==> src/rtl/matrix_writer_pkg.sv <==
// Shared types and constants for the matrix result writer.
// Holds the FSM encoding, the status word layout and the default completion marker.
package matrix_writer_pkg;

  typedef enum logic [2:0] {
    ST_IDLE,
    ST_COLLECT,
    ST_DRAIN,
    ST_FLUSH,
    ST_STATUS,
    ST_DONE
  } state_t;

  localparam int STAT_MARKER_LSB = 0;
  localparam int STAT_COUNT_LSB  = 32;
  localparam int STAT_WORDS_LSB  = 64;
  localparam int STAT_OVF_BIT    = 96;

  localparam logic [31:0] DEFAULT_DONE_MARKER = 32'hFFFF_FFFF;

endpackage

==> src/rtl/matrix_result_writer_rr_arbiter.sv <==
// Round-robin arbiter: one-hot grant to the first requester at or after the pointer.
// The pointer moves to granted index + 1 only when the grant is actually taken.
module rr_arbiter #(
  parameter int N = 5
) (
  input  logic         clock,
  input  logic         reset,
  input  logic [N-1:0] req,
  input  logic         advance,
  output logic [N-1:0] grant
);

  localparam int PW = (N > 1) ? $clog2(N) : 1;

  logic [PW-1:0] ptr;
  logic [PW-1:0] hi_idx;
  logic [PW-1:0] lo_idx;
  logic [PW-1:0] sel;
  logic          found_hi;

  always_comb begin
    hi_idx   = '0;
    lo_idx   = '0;
    found_hi = 1'b0;
    // Reverse scans so the lowest matching index is the one that sticks.
    for (int i = N - 1; i >= 0; i--) begin
      if (req[i] && (i >= int'(ptr))) begin
        found_hi = 1'b1;
        hi_idx   = PW'(i);
      end
    end
    for (int i = N - 1; i >= 0; i--) begin
      if (req[i]) lo_idx = PW'(i);
    end
    sel   = found_hi ? hi_idx : lo_idx;
    grant = (|req) ? (N'(1) << sel) : '0;
  end

  always_ff @(posedge clock) begin
    if (reset) begin
      ptr <= '0;
    end else if (advance && (|req)) begin
      ptr <= (sel == PW'(N - 1)) ? '0 : sel + 1'b1;
    end
  end

endmodule

==> src/rtl/matrix_result_writer.sv <==
// Collects elements from several producer lanes, packs them into RAM words and
// writes them out, then flushes a partial word and writes a completion status word.
module matrix_result_writer
  import matrix_writer_pkg::*;
#(
  parameter int          NUM_LANES   = 5,
  parameter int          DATA_W      = 32,
  parameter int          MEM_W       = 128,
  parameter int          ADDR_W      = 10,
  parameter int          BASE_ADDR   = 1,
  parameter int          STATUS_ADDR = 0,
  parameter logic [31:0] DONE_MARKER = DEFAULT_DONE_MARKER
) (
  input  logic                        clock,
  input  logic                        reset,
  input  logic                        start,
  input  logic                        finish,
  input  logic [NUM_LANES-1:0]        in_valid,
  input  logic [NUM_LANES*DATA_W-1:0] in_data,
  output logic [NUM_LANES-1:0]        in_ready,
  input  logic                        waitrequest,
  output logic [MEM_W-1:0]            write_data,
  output logic [MEM_W/8-1:0]          byteenable,
  output logic [ADDR_W-1:0]           address,
  output logic                        write,
  output logic                        clken,
  output logic                        chipselect,
  output logic                        busy,
  output logic                        done,
  output logic                        overflow,
  output state_t                      fsm_state
);

  localparam int SLOTS = MEM_W / DATA_W;
  localparam int BE_W  = MEM_W / 8;
  localparam int DB    = DATA_W / 8;
  localparam int FW    = $clog2(SLOTS + 1);
  localparam logic [ADDR_W-1:0] BASE_A   = ADDR_W'(BASE_ADDR);
  localparam logic [ADDR_W-1:0] STATUS_A = ADDR_W'(STATUS_ADDR);
  localparam logic [ADDR_W-1:0] ADDR_MAX = '1;

  state_t state, state_nxt;

  logic [NUM_LANES-1:0] hold_valid;
  logic [DATA_W-1:0]    hold_data [NUM_LANES];
  logic [NUM_LANES-1:0] grant;
  logic [DATA_W-1:0]    gnt_data;
  logic                 grant_en, gnt_any;

  logic [MEM_W-1:0] pack_data;
  logic [FW-1:0]    fill;
  logic             pack_full;

  logic        stat_out;
  logic [31:0] elem_count, words_written, words_next;
  logic        out_free, accept, accept_data, ovf_next;
  logic        move, drain_ok, start_ok, flush_load, status_load;
  logic [BE_W-1:0]  flush_be;
  logic [MEM_W-1:0] status_word;

  // Lane handshake: an element transfers on a cycle where in_valid & in_ready are
  // both high at the rising edge; in_ready means the lane holder is empty and collecting.
  assign in_ready   = ~hold_valid & {NUM_LANES{state == ST_COLLECT}};
  assign clken      = 1'b1;
  assign chipselect = 1'b1;
  assign busy       = (state != ST_IDLE);
  assign done       = (state == ST_DONE);
  assign fsm_state  = state;

  assign pack_full   = (fill == FW'(SLOTS));
  assign out_free    = !write || !waitrequest;
  assign accept      = write && !waitrequest;
  assign accept_data = accept && !stat_out;
  assign ovf_next    = overflow || (accept_data && (address == ADDR_MAX));
  assign words_next  = words_written + (accept_data ? 32'd1 : 32'd0);
  assign grant_en    = ((state == ST_COLLECT) || (state == ST_DRAIN)) && !pack_full;
  assign gnt_any     = grant_en && (|hold_valid);
  assign move        = pack_full && out_free;
  assign drain_ok    = !(|hold_valid) && !pack_full && out_free;
  assign start_ok    = (state == ST_IDLE) && start;
  assign flush_load  = (state == ST_FLUSH) && (fill != '0) && !ovf_next;
  assign status_load = (state == ST_STATUS) && !stat_out && out_free;

  rr_arbiter #(.N(NUM_LANES)) u_arb (
    .clock   (clock),
    .reset   (reset),
    .req     (hold_valid),
    .advance (gnt_any),
    .grant   (grant)
  );

  always_comb begin
    gnt_data = '0;
    for (int i = 0; i < NUM_LANES; i++) begin
      if (grant[i]) gnt_data = gnt_data | hold_data[i];
    end
  end

  always_comb begin
    flush_be = '0;
    for (int k = 0; k < SLOTS; k++) begin
      if (k < int'(fill)) flush_be[k*DB +: DB] = '1;
    end
  end

  // Status reflects any data write retiring on the same edge the status is loaded.
  always_comb begin
    status_word = '0;
    status_word[STAT_MARKER_LSB +: 32] = DONE_MARKER;
    status_word[STAT_COUNT_LSB  +: 32] = elem_count;
    status_word[STAT_WORDS_LSB  +: 32] = words_next;
    status_word[STAT_OVF_BIT]          = ovf_next;
  end

  always_comb begin
    state_nxt = state;
    case (state)
      ST_IDLE:    if (start) state_nxt = ST_COLLECT;
      ST_COLLECT: if (finish) state_nxt = ST_DRAIN;
      ST_DRAIN:   if (drain_ok) state_nxt = ST_FLUSH;
      ST_FLUSH:   state_nxt = ST_STATUS;
      ST_STATUS:  if (stat_out && accept) state_nxt = ST_DONE;
      ST_DONE:    state_nxt = ST_IDLE;
      default:    state_nxt = ST_IDLE;
    endcase
  end

  always_ff @(posedge clock) begin
    for (int i = 0; i < NUM_LANES; i++) begin
      if (in_valid[i] && in_ready[i]) hold_data[i] <= in_data[i*DATA_W +: DATA_W];
    end
  end

  always_ff @(posedge clock) begin
    if (reset) begin
      state         <= ST_IDLE;
      hold_valid    <= '0;
      pack_data     <= '0;
      fill          <= '0;
      write         <= 1'b0;
      write_data    <= '0;
      byteenable    <= '0;
      address       <= BASE_A;
      stat_out      <= 1'b0;
      elem_count    <= '0;
      words_written <= '0;
      overflow      <= 1'b0;
    end else begin
      state <= state_nxt;

      for (int i = 0; i < NUM_LANES; i++) begin
        if (gnt_any && grant[i]) hold_valid[i] <= 1'b0;
        if (in_valid[i] && in_ready[i]) hold_valid[i] <= 1'b1;
      end

      if (start_ok) begin
        elem_count    <= '0;
        words_written <= '0;
        overflow      <= 1'b0;
      end else begin
        if (gnt_any) elem_count <= elem_count + 32'd1;
        words_written <= words_next;
        overflow      <= ovf_next;
      end

      if (move || (state == ST_FLUSH)) begin
        pack_data <= '0;
        fill      <= '0;
      end else if (gnt_any) begin
        pack_data[int'(fill)*DATA_W +: DATA_W] <= gnt_data;
        fill <= fill + 1'b1;
      end

      // Address register doubles as the next free data address between writes.
      if (accept) write <= 1'b0;
      if (accept_data) address <= address + 1'b1;
      if (move) begin
        write      <= !ovf_next;
        write_data <= pack_data;
        byteenable <= '1;
      end
      if (flush_load) begin
        write      <= 1'b1;
        write_data <= pack_data;
        byteenable <= flush_be;
      end
      if (status_load) begin
        write      <= 1'b1;
        write_data <= status_word;
        byteenable <= '1;
        address    <= STATUS_A;
        stat_out   <= 1'b1;
      end
      if (state == ST_DONE) begin
        address  <= BASE_A;
        stat_out <= 1'b0;
      end
    end
  end

endmodule

==> config.mk <==
export PLATFORM = sky130hd
export DESIGN_NAME = matrix_result_writer
export DESIGN_NICKNAME = d
export VERILOG_FILES = /design/src/rtl/matrix_writer_pkg.sv /design/src/rtl/matrix_result_writer_rr_arbiter.sv /design/src/rtl/matrix_result_writer.sv
export SDC_FILE = /design/constraint.sdc
export NUM_CORES = 1
export LEC_CHECK = 0
export BUFFER_PORTS_ARGS = -buffer_cell sky130_fd_sc_hd__buf_2
export CORE_MARGIN = 2
export CORE_UTILIZATION = 30
export DETAILED_ROUTE_END_ITERATION = 6
export PLACE_DENSITY_LB_ADDON = 0.15
export SYNTH_ARGS = -nofsm -noshare
export SYNTH_HDL_FRONTEND = slang
export SYNTH_SLANG_ARGS = --single-unit
==> constraint.sdc <==
create_clock -name clock -period 6.15 [get_ports clock]
set_input_delay 0.9225 -clock clock [delete_from_list [all_inputs] [get_ports clock]]
set_output_delay 0.9225 -clock clock [all_outputs]
set_load 0.1 [all_outputs]
==> results of run 1 <==
[power groups by stage]
stage	Sequential (W)	Clock (W)	Combinational (W)
floorplan	0.00389	0	0.000731
global placement	0.00378	0	0.00137
detailed placement	0.00378	0	0.00137
CTS	0.00371	0.00352	0.00138
global route	0.00372	0.00366	0.00144
finish	0.00371	0.00343	0.00135
[registers in the layout, indices dropped and copies added, names as in the netlist]
| register | flops |
|---|---|
| hold_valid | 5 |
| write | 1 |
| overflow | 1 |
| words_written | 32 |
| address | 10 |
| fsm_state | 3 |
| byteenable | 4 |
| hold_data | 160 |
| write_data | 128 |
| fill | 3 |
| elem_count | 32 |
| u_arb.ptr | 3 |
| pack_data | 128 |
| stat_out | 1 |
[critical path: stages (launching register included)]
cell      delay (ps)
dfxtp_1          520
a21boi_1         290
o21bai_1         200
a32oi_1          450
inv_1            130
ha_1             430
buf_4            330
a222oi_1         600
o221ai_2         460
a22o_1           320
[synth_stat cells (all sizes together) (31+ instances only)]
cell type / count
inv: 69
buf: 74
a222oi: 32
clkbuf: 77
o21ba: 32
o21ai: 45
edfxtp: 160
nand3: 31
xnor2: 43
dfxtp: 351
a31oi: 39
a22o: 96
a21oi: 59
a311oi: 51
nand2: 284
nor2: 135
o221ai: 31
[worst min-delay path by stage]
stage / from / to / depth (start not counted)
after global placement: write_data[102] / write_data[102] / 2
after global routing: in_data[156] / hold_data[0][156] / 1
after CTS: in_data[82] / hold_data[0][82] / 1
final: write_data[105] / write_data[105] / 2
after floorplan: pack_data[100] / write_data[100] / 2
after detailed placement: write_data[113] / write_data[113] / 2
[through the flow]
step	instances	hold WS, ps	power (W)	util
after floorplan	1853	437	0.00462	-
after detailed placement	2938	444	0.00515	0.337
final	3042	452	0.00849	0.364
after CTS	3039	442	0.00861	0.364
after global routing	3041	451	0.00882	0.364
after global placement	2938	436	0.00514	0.337
[cell type report]
cell class / count / share of cell area
Clock buffer: 75 / 0.0633
Clock inverter: 26 / 0.0127
Inverter: 69 / 0.0106
Timing Repair Buffer: 363 / 0.0775
Tap cell: 873 / 0.0448
Multi-Input combinational cell: 1122 / 0.306
Antenna cell: 3 / 0.000308
Sequential cell: 511 / 0.485
[cell families after synthesis]
kind of cell	after synthesis
and+or+nand+nor	578
DFF	511
AOI/OAI and AO/OA	450
buffers and inverters	220
xor gates and xnor gates	66
adders and majority gates	16
muxes	10
other	1
[per-layer routing]
layer | wire (um) | up-vias
met5 | 14 | -
met4 | 1710 | 4
met3 | 4270 | 88
met2 | 29200 | 415
met1 | 30000 | 7476
li1 | - | 7290
==> metrics.yaml, run 1 <==
finalSetupTns_ps: 0
fin_area_um2: 24400
synth-xor-area-share: 0.0290
use_met3: 0.0462
p_leak_nw: 9.04
wl_mm: 65.2
num_vias: 15273
antenna_found_initial: 5
gr-total-overflow: 0
ir_worst_vdd_uv: 219
seq_power_share: 0.437
synth-edff-count: 160
start_kind: "flip-flop"
clockBufferDepth: 3
worst_ep_arrival_time_ps: 4370
synthMuxAreaShare: 0.00495
grt_pass1_vias: 14990
async_flop_share: 0
synth_compound_area_frac: 0.186
post-cts-setup-buffer-count: 0
grt_pass1_wl_mm: 97.4
synth_top_family_by_area: "compound AO/OA/AOI/OAI gates"
power.density_nw_per_um2: 348
route.detailed.drc: 1
synthDistinctLibCells: 78
place_ws_ps: 2240
period_minus_slack_ps: 3870
hpwl_mm: 45.6
synthSimpleGateAreaFrac: 0.135
hold_violations: 0
filler_cell_count: 6729
switchingPower_w: 0.00247
worstSetupStartpoint: "hold_valid[2]"
required_ps: 6650
fp.coreArea_um2: 66900
multi_input_area_um2: 7460
area_growth_pct: 20.7
synth_area_leaders: "dfxtp_1 35%, edfxtp_1 24%, nand2_1 5.3%"
h-tree-depth: 2
firstDrtPassIters: 7
dieArea_um2: 69500
min_period_over_period: 0.630
layout_commonest_cell: "dfxtp_1"
num_rows: 95
fmax_ghz: 0.258
synth_warnings: 0
pin_count: 338
finalSetupViolations: 0
combPwrFrac: 0.159
syn_inst: 1852
initial_core_util: 0.302
die_width_um: 264
use_met2: 0.285
path_clk_slew_ps: 60
met1_usage: 0.251
ys_ff_latch: 511
worst_pin_slew_ps: 1070
cts_buffers: 56
synth_top_area_frac: 0.348
failed_checks: "design-rule violations"
grt_max_degree: 82
end_kind: "flip-flop"
syn_area_um2: 20200
viasPerCell: 5.02
grt_util_all_layers: 0.183
final_antenna_net_count: 0
slew_violations: 0
yosysSeqAreaShare: 0.585
synth_top_area_cell: "dfxtp_1"
die_y_um: 264
regArea_um2: 11800
rr_endpoint: "pack_data[113]"
synthAdderAreaFrac: 0.00991
p_clk_frac: 0.404
status: "finished with violations"
port_buffers: 335
finalNetCount: 2309
placed_area_um2: 22500
hold_buffers: 0
hold_path_class: "flip-flop to flip-flop"
layout_setup_ws_ps: 2280
cp-endpoint: "pack_data[113]"
final_cell_mix: "351 x dfxtp_1, 334 x buf_2, 284 x nand2_1, 160 x edfxtp_1, 132 x nor2_1"
drv_cap: 0
p_int_w: 0.00601
cts_resized: 0
wl_per_cell_um: 21.4
reg2reg_depth: 9
cts_tree: "done"
crit_fanout: 22
worstSetupPathType: "flip-flop to flip-flop"
gr-max-usage-layer: "met2"
reg2reg_slack_ps: 2280
clock_latency_ps: 620
ys.flop_type: "dfxtp_1"
drtIter0Drc: 1052
cts_sinks: 511
slew_headroom: 0.287
cts-root-buf: "clkbuf_16"
drive_above_1_share: 0.256
avgSynthCellArea_um2: 10.9
gp_congestion: 0.778
rsz0062_at_grt: "false"
skew_ps: 20.2
reg2reg_from: "hold_valid[2]"
swShare: 0.291
Note: power is estimated with default switching activity, not from simulation.
==> inputs of run 2 (changes only) <==
Settings changed: ABC_AREA set to 1.
Clock period 6.15 ns to 3.18 ns, I/O delays scaled along.
==> run 2 against run 1 <==
- setup slack worse by 2000 ps
- final area up 10%
- first-iteration DRC count up 45%
- non-clock buffer count up 125
- sequential power up 100%
- the flow now finishes without violations
- sequential share of layout area down 4.5 points
==> metrics.yaml, run 2 <==
status: "complete, no violations"
layout_setup_ws_ps: 296
die_width_um: 270
gr-max-usage-layer: "met2"
ys_ff_latch: 511
num_vias: 18869
clockBufferDepth: 3
fmax_ghz: 0.347
num_rows: 97
slew_violations: 0
path_clk_slew_ps: 60
min_from: "in_data[92]"
synth_warnings: 0
dieArea_um2: 72800
reg2reg_depth: 11
finalNetCount: 3078
initial_core_util: 0.302
viasPerCell: 4.86
h-tree-depth: 2
cts-root-buf: "clkbuf_16"
hold_violations: 0
start_kind: "flip-flop"
gr-total-overflow: 0
ir_worst_vdd_uv: 489
drv_cap: 0
rr_endpoint: "pack_data[53]"
route.detailed.drc: 0
final_cell_mix: "495 x nand2_1, 350 x dfxtp_1, 335 x buf_2, 256 x nor2_1, 246 x a21oi_1"
crit_slowest_cell: "dfxtp_1"
use_met2: 0.345
p_total_w: 0.0196
required_ps: 3740
wl_mm: 78.7
drtIter0Drc: 1527
ys.flop_type: "dfxtp_1"
syn_inst: 2501
pin_count: 338
reg_top3: "hold_data x160, pack_data x128, write_data x128"
gp_congestion: 0.902
cts_buffers: 58
port_buffers: 335
rsz0062_at_grt: "false"
layout_commonest_cell: "nand2_1"
filler_cell_count: 7232
synth_top_area_frac: 0.332
yosysSeqAreaShare: 0.559
reg2reg_from: "fill[1]"
async_flop_share: 0
multi_input_area_um2: 7910
cts_tree: "done"
cts_sinks: 511
skew_ps: 32.5
wl_per_cell_um: 20.3
clock_latency_ps: 650
grt_max_degree: 100
largest-register: "hold_data"
min_period_over_period: 0.907
use_met3: 0.0368
die_y_um: 270
grt_pass1_wl_mm: 117
crit_fanout: 15
synth.most_common_cell: "nand2_1"
period_minus_slack_ps: 2880
antenna_found_initial: 4
final_antenna_net_count: 0
regArea_um2: 11800
power.density_nw_per_um2: 728
met1_usage: 0.286
slew_headroom: 0.452
drive_above_1_share: 0.180
hpwl_mm: 57.0
area_growth_pct: 26.9
grt_util_all_layers: 0.212
synth_common_cells: "495 x nand2_1, 351 x dfxtp_1, 257 x nor2_1"
synth-edff-count: 160
synth_top_area_cell: "dfxtp_1"
fp.coreArea_um2: 70000
max_stage_delay_ps: 400
avgSynthCellArea_um2: 8.47
whs_path_depth: 1
place_ws_ps: -69.4
finalSetupViolations: 0
syn_area_um2: 21200
synthDistinctLibCells: 43
firstDrtPassIters: 6
reg2reg_slack_ps: 300
worst_pin_slew_ps: 821
synth_area_leaders: "dfxtp_1 33%, edfxtp_1 23%, nand2_1 8.8%"
min_to: "hold_data[0][92]"
p_leak_nw: 10.9
worstSetupPathType: "flip-flop to flip-flop"
end_kind: "flip-flop"
cp_cell_sequence: "inv_1 -> ha_1 -> ha_1 -> inv_1 -> nand3_4 -> inv_2 -> nand3_2 -> nor2_2 -> buf_4 -> nand3_1 -> a21oi_1"
grt_pass1_vias: 18435
hold_path_class: "input port to flip-flop"
worst_ep_arrival_time_ps: 3440
largest_register_ff_count: 160
==> run 2: cell count changes in the layout (fill, tap and decap cells not counted), moves of 32 or more <==
cell,delta
a21oi_1,+187
a222oi_1,-32
a22o_1,-96
a311oi_1,-51
dlygate4sd3_1,+97
inv_1,+122
nand2_1,+211
nand3_1,+162
nor2_1,+124
o21ai_0,+163
o21ba_2,-32
xnor2_1,-33
==> run 2: worst max-delay path by stage <==
stage	endpoint	slack, ps	from
after floorplan	hold_data[0][0]	-670	fsm_state[0]
after global placement	pack_data[113]	-90	u_arb.ptr[1]
after detailed placement	pack_data[113]	-70	u_arb.ptr[1]
after CTS	pack_data[103]	330	u_arb.ptr[2]
after global routing	pack_data[44]	20	hold_valid[3]
final	pack_data[53]	300	fill[1]
==> run 2: per-stage QoR <==
stage           util  hold slack [ps]  cells  setup TNS [ps]  area [um2]
6_report       0.384             26.6   3880               0       26900
5_1_grt        0.384            -4.05   3880               0       26900
4_1_cts        0.384           0.0187   3878               0       26900
3_5_place_dp   0.341              453   3672            -121       23900
3_3_place_gp   0.341              450   3672            -193       23900
2_1_floorplan      -              440   2502         -106950       21200
==> run 2: layout make-up <==
type,count,share of cell area
clock buffers,71,0.0578
well taps,940,0.0437
flip-flops and latches,511,0.440
multi-input cells,1634,0.294
diodes,1,0.0000931
inverters,199,0.0279
clock inverters,36,0.0165
repair buffers,488,0.120
==> run 2: repair_timing <==
item                                    in CTS  in global routing
buffers inserted                             3                  0
hold buffers                                96                  1
hold endpoints to repair                    96                  1
resized for setup                            2                  0
endpoints found under the setup margin       4                  0
==> run 2: power by group <==
group / internal (W) / leakage, nW / switching [W]
Sequential: 0.00726 / 4.29 / 0.000224
Combinational: 0.00110 / 5.58 / 0.00391
Clock: 0.00415 / 0.987 / 0.00291
==> run 2: worst max-delay path: cells and delay by family, from the launching register on <==
kind,cells,cell delay [ps]
buffers and inverters,4,900
and+or+nand+nor,4,910
adders and majority gates,2,430
AOI/OAI and AO/OA,1,170
DFF,1,400
==> run 2: cell families (layout without fill, tap and decap cells) <==
family	count (synthesis)	in the layout	share of synthesized area
AO/OA/AOI/OAI	502	502	0.122
XOR/XNOR	34	34	0.0141
adder cells (fa/ha/maj)	16	16	0.00945
buffers and inverters	357	794	0.0705
flip-flops	511	511	0.559
multiplexers	14	14	0.00662
other	1	3	0.000177
AND/OR/NAND/NOR	1066	1066	0.218
==> run 2: per-layer routing <==
layer | up-vias | wire length (um)
met5 | - | 0
met4 | 0 | 2260
met3 | 104 | 4760
met2 | 606 | 36500
met1 | 9029 | 35200
li1 | 9130 | -
